## src/rtl/alarm_annunciator_pkg.sv

```systemverilog
// Shared constants and types for the alarm annunciator: channel map, FSM states,
// and counter sizing helper.
package alarm_annunciator_pkg;

  localparam int CH_CTRAL = 0;
  localparam int CH_PIPAL = 1;
  localparam int CH_SCAFL = 2;
  localparam int CH_TCAL  = 3;
  localparam int CH_VFAIL = 4;
  localparam int CH_WARNF = 5;
  localparam int CH_RPTAL = 6;
  localparam int CH_OSCAL = 7;

  // Auxiliary inputs sit above the alarm channels in the debounce bank
  localparam int NUM_AUX    = 3;
  localparam int AUX_RESTRT = 0;
  localparam int AUX_CGCWAR = 1;
  localparam int AUX_RSETKY = 2;

  localparam int WAIT_CNT_MIN_W = 8;

  typedef enum logic [1:0] {IDLE, PULSE, WAIT, CLEAR} ann_state_t;

  function automatic int cnt_width(input int max_val, input int min_w);
    int w;
    w = $clog2(max_val + 1);
    if (w < min_w) w = min_w;
    return w;
  endfunction

endpackage

```

## src/rtl/alarm_debounce.sv

```systemverilog
// Two-flop synchroniser followed by a saturating run-length debouncer; dout is
// high while DEB_LEN consecutive active samples have been seen.
module alarm_debounce #(
  parameter int DEB_LEN = 4
) (
  input  logic CLOCK,
  input  logic rst,
  input  logic din,
  output logic dout
);

  localparam int CW = $clog2(DEB_LEN + 1);
  localparam logic [CW-1:0] FULL = CW'(DEB_LEN);

  logic          s1, s2;
  logic [CW-1:0] cnt;

  always_ff @(posedge CLOCK or negedge rst) begin
    if (!rst) begin
      s1  <= 1'b0;
      s2  <= 1'b0;
      cnt <= '0;
    end else begin
      s1 <= din;
      s2 <= s1;
      if (!s2)              cnt <= '0;
      else if (cnt != FULL) cnt <= cnt + 1'b1;
    end
  end

  assign dout = (cnt == FULL);

endmodule

```

## src/rtl/alarm_annunciator.sv

```systemverilog
// Alarm annunciator: debounces alarm/restart/warning/key inputs, latches sticky
// alarms, drives lamps and runs the ERRST pulse-then-wait reset sequence.
// Optional first-fault capture is built when ANNUN_FIRST_FAULT_EN is defined.
module alarm_annunciator
  import alarm_annunciator_pkg::*;
#(
  parameter int NCH       = 8,
  parameter int DEB_LEN   = 4,
  parameter int ERRST_LEN = 8,
  parameter int WAIT_MAX  = 255
) (
  input  logic           CLOCK,
  input  logic           rst,
  input  logic [NCH-1:0] ALM_,
  input  logic           RESTRT,
  input  logic           CGCWAR,
  input  logic           FLASH,
  input  logic           RSETKY,
  output logic           ERRST,
  output logic [NCH-1:0] LAMP,
  output logic           RSTLMP,
  output logic           CAUTN,
  output logic [NCH-1:0] ALMREG,
  output logic           BUSY
`ifdef ANNUN_FIRST_FAULT_EN
  ,
  output logic                    FFVLD,
  output logic [$clog2(NCH)-1:0]  FFIDX
`endif
);

  localparam int NIN = NCH + NUM_AUX;
  localparam int PCW = cnt_width(ERRST_LEN - 1, 1);
  localparam int WCW = cnt_width(WAIT_MAX, WAIT_CNT_MIN_W);
  localparam logic [PCW-1:0] PULSE_LAST = PCW'(ERRST_LEN - 1);
  localparam logic [WCW-1:0] WAIT_LAST  = WCW'(WAIT_MAX - 1);

  logic [NIN-1:0] raw, deb;
  logic [NCH-1:0] alm_act, almreg_nxt;
  logic           rst_act, cgc_act, key_act, key_q, key_rise, quiet, clr;
  logic           rstlmp_nxt;

  assign raw = {RSETKY, CGCWAR, RESTRT, ~ALM_};

  for (genvar i = 0; i < NIN; i++) begin : g_deb
    alarm_debounce #(.DEB_LEN(DEB_LEN)) u_deb (
      .CLOCK (CLOCK),
      .rst   (rst),
      .din   (raw[i]),
      .dout  (deb[i])
    );
  end

  assign alm_act  = deb[NCH-1:0];
  assign rst_act  = deb[NCH+AUX_RESTRT];
  assign cgc_act  = deb[NCH+AUX_CGCWAR];
  assign key_act  = deb[NCH+AUX_RSETKY];
  assign key_rise = key_act & ~key_q;
  assign quiet    = ~(|alm_act | rst_act);

  ann_state_t     state, state_nxt;
  logic [PCW-1:0] pcnt, pcnt_nxt;
  logic [WCW-1:0] wcnt, wcnt_nxt;

  always_ff @(posedge CLOCK or negedge rst) begin
    if (!rst) begin
      state <= IDLE;
      pcnt  <= '0;
      wcnt  <= '0;
      key_q <= 1'b0;
    end else begin
      state <= state_nxt;
      pcnt  <= pcnt_nxt;
      wcnt  <= wcnt_nxt;
      key_q <= key_act;
    end
  end

  // Key edges outside IDLE fall through untouched, so they are simply dropped
  always_comb begin
    state_nxt = state;
    pcnt_nxt  = pcnt;
    wcnt_nxt  = wcnt;
    case (state)
      IDLE: if (key_rise) begin
        state_nxt = PULSE;
        pcnt_nxt  = '0;
      end
      PULSE: if (pcnt == PULSE_LAST) begin
        wcnt_nxt  = '0;
        state_nxt = (WAIT_MAX == 0) ? CLEAR : WAIT;
      end else begin
        pcnt_nxt = pcnt + 1'b1;
      end
      WAIT: if (quiet || wcnt == WAIT_LAST) state_nxt = CLEAR;
            else wcnt_nxt = wcnt + 1'b1;
      CLEAR: state_nxt = IDLE;
      default: state_nxt = IDLE;
    endcase
  end

  // A bit being set on the same edge as CLEAR survives (set over clear)
  assign clr        = (state == CLEAR);
  assign almreg_nxt = (clr ? (ALMREG & alm_act) : ALMREG) | alm_act;
  assign rstlmp_nxt = (clr ? (RSTLMP & rst_act) : RSTLMP) | rst_act;

  always_ff @(posedge CLOCK or negedge rst) begin
    if (!rst) begin
      ALMREG <= '0;
      RSTLMP <= 1'b0;
    end else begin
      ALMREG <= almreg_nxt;
      RSTLMP <= rstlmp_nxt;
    end
  end

  assign ERRST = (state == PULSE);
  assign BUSY  = (state != IDLE);
  assign LAMP  = ALMREG & {NCH{FLASH}};
  assign CAUTN = (|ALMREG) | RSTLMP | cgc_act;

`ifdef ANNUN_FIRST_FAULT_EN
  localparam int FFW = $clog2(NCH);
  logic [FFW-1:0] low_idx;

  always_comb begin
    low_idx = '0;
    for (int i = NCH - 1; i >= 0; i--)
      if (almreg_nxt[i]) low_idx = FFW'(i);
  end

  always_ff @(posedge CLOCK or negedge rst) begin
    if (!rst) begin
      FFVLD <= 1'b0;
      FFIDX <= '0;
    end else if (ALMREG == '0 && almreg_nxt != '0) begin
      FFVLD <= 1'b1;
      FFIDX <= low_idx;
    end else if (almreg_nxt == '0) begin
      FFVLD <= 1'b0;
      FFIDX <= '0;
    end
  end
`endif

endmodule

```

## config.mk

```make
export PLATFORM = sky130hd
export DESIGN_NAME = alarm_annunciator
export DESIGN_NICKNAME = d
export VERILOG_FILES = /design/src/rtl/alarm_annunciator_pkg.sv /design/src/rtl/alarm_debounce.sv /design/src/rtl/alarm_annunciator.sv
export SDC_FILE = /design/constraint.sdc
export NUM_CORES = 1
export LEC_CHECK = 0
export CAP_MARGIN = 30
export CORE_MARGIN = 2
export CORE_UTILIZATION = 36
export DETAILED_ROUTE_END_ITERATION = 6
export GPL_ROUTABILITY_DRIVEN = 1
export GPL_TIMING_DRIVEN = 0
export PLACE_DENSITY_LB_ADDON = 0.15
export SLEW_MARGIN = 20
export SYNTH_ARGS = -nofsm -noshare
export SYNTH_HDL_FRONTEND = slang
export SYNTH_SLANG_ARGS = --single-unit
```

## constraint.sdc

```tcl
create_clock -name CLOCK -period 2.6 [get_ports CLOCK]
set_input_delay 0.78 -clock CLOCK [delete_from_list [all_inputs] [get_ports CLOCK]]
set_output_delay 0.78 -clock CLOCK [all_outputs]
set_load 0.02 [all_outputs]
```

==> reports/qor.yml, run 1 <==
global_route:
  grt_busiest_layer: "met2"
  grt-ovfl-total: 0
  grtUsageMet3_pct: 2.81
  grtUsageMet1_pct: 18.6
  grt_pass1_wl_mm: 11.7
  grt_start_max_net_pins: 53
  grt_usage_pct: 13.1
  grt_antenna_before_repair: 0
  grt_pass1_vias: 2421
  grt_use_met2_pct: 19.6
placed_design:
  dpl.hpwl_mm: 4.65
  pre_cts_ws_ps: -382
  gp_congestion: 0.754
  numPortBuffers: 33
route:
  drt_iter0_drc: 89
  vias_per_cell: 4.79
  routed_wl_mm: 6.58
  vias: 2536
  dr.pass1.iters: 4
  postRouteAntennaNets: 0
  drc: 0
  wl_per_cell_microns: 12.4
critical_path:
  cpPeakStageDelay_ps: 590
  rr_worst_depth: 6
  crit_type: "in -> out"
  path_max_fanout: 8
  reg2reg_from: "g_deb[4].u_deb.cnt[0]$_DFFE_PN0P_"
  end_kind: "output port"
  arrival_ps: 1770
  path_cells: "clkdlybuf4s15_2 > and2_1 > clkdlybuf4s50_1"
  rr_endpoint: "state[1]$_DFFE_PN0P_"
  required_ps: 1820
  slowest_stage: "clkdlybuf4s50_1"
  rrSetupSlack_ps: 400
  critical_path.startpoint_type: "input port"
timing:
  period_minus_slack_ps: 2550
  drv_slew: 0
  setup_ws_ps: 51.7
  finalClockSkew_ps: 10.7
  tightest_slew_ps: 458
  slew_headroom_pct: 69.5
  rsz0062_at_grt: "no"
  period_share_pct: 98.0
  tns_ps: 0
  hold_violations: 0
  setup_violations: 0
  clock.fmax_mhz: 392
clock_tree:
  cts_sinks: 78
  path_clk_slew_ps: 80
  insertion_delay_ps: 340
  root_buffer: "clkbuf_8"
  numCtsBuffers: 9
  cts_tree: "yes"
  hold_buffers: 0
  ctsHtreeMaxLevel: 3
  cts_setup_buffers: 0
  clock_path_buffers: 2
synth:
  synth_nets: 391
  synth_flop_cell: "dfrtp_1"
  ys_warn_count: 0
  synth_area_leaders: "dfrtp_1, ha_1, inv_1"
  yosysSeqAreaShare_pct: 53.0
  synth_top_cell_area_share_pct: 53.0
  synthArstFlopShare_pct: 100
  synth.distinct_cells: 41
  synth_seq_cells: 78
  syn_area_sq_mm: 0.00368
  synth_enable_flop_cells: 0
  syn_avg_cell_area_sq_um: 10.6
  syn_inst: 346
  synth_top_cell_by_area: "dfrtp_1"
floorplanning:
  die_h_microns: 105
  dieArea_sq_mm: 0.0110
  die_w_microns: 105
  start_util_pct: 37.3
  ioPinCount: 34
  row_count: 36
  core-area_sq_mm: 0.00986
power_and_ir_drop:
  power.leakage_uw: 0.00218
  ir_worst_vdd_mv: 0.375
  clockPowerShare_pct: 25.8
  power_frac_seq_pct: 41.1
  p_sw_uw: 1300
  powerDensity_mw_per_mm2: 860
  power_uw: 3810
  p_comb_share_pct: 33.1
  internal-power_uw: 2510
  switching_share_pct: 34.2
cells_and_area:
  final_nets: 436
  drive_above_1_share_pct: 6.82
  antennaDiodeCount: 0
  layout_commonest_cell: "dfrtp_1"
  syn_to_final_growth_pct: 20.6
  layout_common_cells: "dfrtp_1, inv_1, nand2_1, ha_1"
job:
  drv_cap: 0
min_path:
  hold_class: "in -> async"
outcome:
  status: "finished, final reports clean"
[synth_stat cells, types with 3 or more instances]
cell type,instances
nor3_1,3
xnor2_1,11
o21ai_0,22
inv_1,57
a21boi_0,11
nand3_1,18
nand2_1,31
and2_1,19
nand4_1,7
dfrtp_1,78
a22o_1,6
a31oi_1,13
a22oi_1,3
ha_1,31
o211ai_1,3
[critical path, delay by kind of cell]
family,cells,cell delay (ps)
buf+inv,2,850
simple gates,1,140
[per-layer routing]
metal  wire length (microns)  up-vias
met5                       0        -
met4                      63        0
met3                     240        4
met2                    3030       44
met1                    3250     1227
li1                        -     1261
[cell families (layout without fill, tap and decap cells)]
family / after synthesis / count (layout) / synth area share [%]
buffers and inverters: 61 / 111 / 6.66
AO/OA/AOI/OAI: 69 / 69 / 12.6
multiplexers: 3 / 3 / 1.02
XOR/XNOR: 11 / 11 / 2.62
AND/OR/NAND/NOR: 93 / 93 / 13.5
flip-flops: 78 / 78 / 53.0
adder cells (fa/ha/maj): 31 / 31 / 10.5
[layout make-up]
class | instances | area [sq um]
fill | 940 | 5430
sequential | 78 | 1950
multi-input combinational | 207 | 1490
timing repair buffer | 34 | 372
inverter | 57 | 214
tap | 133 | 166
clock buffer | 10 | 128
clock inverter | 6 | 86.3
buffer | 4 | 31.3
[through the flow]
step | cell area [sq um] | hold WS [ps] | utilization (%) | std cells
global route | 4440 | 340 | 45.0 | 529
CTS | 4420 | 341 | 44.8 | 529
global placement | 4180 | 333 | 42.3 | 512
finish | 4440 | 337 | 45.0 | 529
detailed placement | 4200 | 335 | 42.6 | 513
floorplan | 3680 | 331 | - | 346
[state kept, by name, indices dropped and copies added, names as in the netlist]
name / count
wcnt: 8
g_deb.u_deb.s2: 11
key_q: 1
RSTLMP: 1
pcnt: 3
ALMREG: 8
state: 2
g_deb.u_deb.s1: 11
g_deb.u_deb.cnt: 33
[timing repair]
action                                 in CTS  in global routing
resized for setup                           6                  7
setup endpoints to repair                  10                  7
endpoints found under the hold margin       0                  0
[how the worst max path moves through the flow]
stage | slack [ps] | start | depth (start not counted) | to
after floorplan | 680 | g_deb[4].u_deb.cnt[0]$_DFFE_PN0P_ | 6 | state[1]$_DFFE_PN0P_
after global placement | -2130 | rst | 1 | g_deb[10].u_deb.s1$_DFF_PN0_
after detailed placement | -380 | FLASH | 3 | LAMP[7]
after CTS | 10 | FLASH | 3 | LAMP[7]
after global routing | 2 | FLASH | 3 | LAMP[3]
final | 50 | FLASH | 3 | LAMP[3]
[power groups by stage]
stage          combinational, uW  clock, uW  sequential [uW]
6_report                    1260        985             1570
5_1_grt                     1420       1070             1600
3_5_place_dp                1310          0             1590
4_1_cts                     1300       1010             1570
2_1_floorplan                772          0             1610
3_3_place_gp                1280          0             1590
Note: power is estimated with default switching activity, not from simulation.
==> inputs of run 2 (changes only) <==
--- a/config.mk
+++ b/config.mk
@@ -6,13 +6,13 @@
 export NUM_CORES = 1
 export LEC_CHECK = 0
 export CAP_MARGIN = 30
+export CORE_ASPECT_RATIO = 1.2
 export CORE_MARGIN = 2
 export CORE_UTILIZATION = 36
 export DETAILED_ROUTE_END_ITERATION = 6
 export GPL_ROUTABILITY_DRIVEN = 1
 export GPL_TIMING_DRIVEN = 0
 export PLACE_DENSITY_LB_ADDON = 0.15
-export SLEW_MARGIN = 20
 export SYNTH_ARGS = -nofsm -noshare
 export SYNTH_HDL_FRONTEND = slang
 export SYNTH_SLANG_ARGS = --single-unit
==> run 2 against run 1 <==
Hold slack gained 8.1 ps. Sequential share of layout area shrank 0.42 points. Critical path depth did not move. Register-to-register slack got worse by 160 ps. Wire length grew 0.55%. Count of clock-buffer cells in the layout rose by 4. Non-clock buffer count unchanged. Combinational power about the same. Critical endpoint is now LAMP[4]. Largest cell class unchanged. Highest routed layer unchanged.
==> reports/qor.yml, run 2 (synthesized netlist as in run 1, its figures left out) <==
outcome:
  status: "finished, final reports clean"
clock_tree:
  hold_buffers: 0
  cts_sinks: 78
  cts_setup_buffers: 0
  cts_resized: 14
  clock_path_buffers: 2
  cts_tree: "yes"
  path_clk_slew_ps: 50
  root_buffer: "clkbuf_16"
  insertion_delay_ps: 330
  numCtsBuffers: 9
  ctsHtreeMaxLevel: 3
cells_and_area:
  fin_cells: 522
  reg_top3: "g_deb.u_deb.cnt (33), g_deb.u_deb.s1 (11), g_deb.u_deb.s2 (11)"
  layout_commonest_cell: "dfrtp_1"
  top_register: "g_deb.u_deb.cnt"
  largest_reg_flops: 33
  layout_common_cells: "dfrtp_1, inv_1, nand2_1, ha_1, o21ai_0"
  drive_above_1_share_pct: 8.59
  syn_to_final_growth_pct: 21.8
  final_nets: 436
  antennaDiodeCount: 0
timing:
  period_minus_slack_ps: 2430
  period_share_pct: 93.5
  tns_ps: 0
  drv_slew: 0
  clock.fmax_mhz: 412
  setup_ws_ps: 170
  hold_violations: 0
  tightest_slew_ps: 592
  finalClockSkew_ps: 4.79
  rsz0062_at_grt: "no"
  setup_violations: 0
  hold_ws_ps: 346
  slew_headroom_pct: 60.5
floorplanning:
  core-area_sq_mm: 0.00996
  dieArea_sq_mm: 0.0110
  die_h_microns: 115
  row_count: 40
  die_w_microns: 96.3
  start_util_pct: 36.9
  ioPinCount: 34
critical_path:
  required_ps: 1820
  path_buf_inv: 2
  cpPeakStageDelay_ps: 550
  critical_path.startpoint_type: "input port"
  arrival_ps: 1650
  path_max_fanout: 8
  cp.depth: 3
  end_kind: "output port"
  slowest_stage: "clkdlybuf4s50_1"
  cp_top_family: "buffers and inverters"
  path_cells: "clkdlybuf4s50_1 > and2_1 > clkbuf_2"
  rr_worst_depth: 6
  crit_type: "in -> out"
route:
  dr.pass1.iters: 4
  routed_wl_mm: 6.62
  vias: 2531
  drc: 0
  drt_iter0_drc: 102
  wl_per_cell_microns: 12.7
  vias_per_cell: 4.85
  postRouteAntennaNets: 0
power_and_ir_drop:
  power_uw: 4120
  power.leakage_uw: 0.00214
  powerDensity_mw_per_mm2: 920
  ir_worst_vdd_mv: 0.402
global_route:
  grt_antenna_before_repair: 0
  grt-ovfl-total: 0
  grt_pass1_vias: 2576
  grt_usage_pct: 13.2
  grt_pass1_wl_mm: 11.5
  grt_start_max_net_pins: 48
placed_design:
  numPortBuffers: 33
  pre_cts_ws_ps: -283
  gp_congestion: 0.761
  dp.cells: 506
  dpl.hpwl_mm: 4.64
min_path:
  whs_path_depth: 0
  hold_class: "reg -> reg"
job:
  drv_cap: 0
run 2: cell count changes in the layout (fill, tap and decap cells not counted), moves of 2 or more:
cell,previous run,this run
clkbuf_16,0,9
clkbuf_2,0,8
clkbuf_8,9,4
dlymetal6s2s_1,7,2
clkinv_2,2,0
run 2: path summary, 6_finish.rpt:
path	startpoint	to	slack, ps
worst min-delay path	g_deb[10].u_deb.s1$_DFF_PN0_	g_deb[10].u_deb.s2$_DFF_PN0_	350
worst min register to register	g_deb[10].u_deb.s1$_DFF_PN0_	g_deb[10].u_deb.s2$_DFF_PN0_	350
worst max register to register	g_deb[4].u_deb.cnt[0]$_DFFE_PN0P_	state[1]$_DFFE_PN0P_	240
worst max-delay path	FLASH	LAMP[4]	170
min in group asynchronous	rst	g_deb[9].u_deb.cnt[2]$_DFFE_PN0P_	390
max in group asynchronous	rst	g_deb[0].u_deb.s2$_DFF_PN0_	1630
run 2: per-layer routing:
layer / share of wire [%] / vias up / track usage, % / wire length, microns
met5: 0 / - / 0 / 0
met4: 1.6 / 0 / 4.79 / 103
met3: 4.9 / 9 / 3.80 / 327
met2: 48 / 43 / 22.4 / 3150
met1: 46 / 1213 / 15.9 / 3040
li1: - / 1266 / - / -
run 2: cell type report:
cell class	count	area, sq um
Fill cell	954	5480
Sequential cell	78	1950
Clock inverter	2	37.5
Tap cell	126	158
Buffer	4	31.3
Timing Repair Buffer	34	319
Multi-Input combinational cell	207	1490
Inverter	57	214
Clock buffer	14	284
run 2: report_power, final:
group | switching (uW) | leakage (uW) | internal (uW)
Combinational | 691 | 0.000983 | 553
Clock | 461 | 0.000155 | 848
Sequential | 168 | 0.000998 | 1400
Total | 1320 | 0.00214 | 2800
run 2: worst register-to-register path, cell delays in order, from the launching register on:
cell	delay (ps)
dfrtp_1	350
inv_1	70
ha_1	240
a222oi_1	590
nand4_2	330
a31oi_1	310
mux2_1	350
run 2: metrics by stage:
| step | util (%) | cell area [sq um] |
|---|---|---|
| 2_1_floorplan | - | 3680 |
| 3_3_place_gp | 41.8 | 4170 |
| 3_5_place_dp | 42.1 | 4190 |
| 4_1_cts | 45.3 | 4510 |
| 5_1_grt | 45.0 | 4480 |
| 6_report | 45.0 | 4480 |
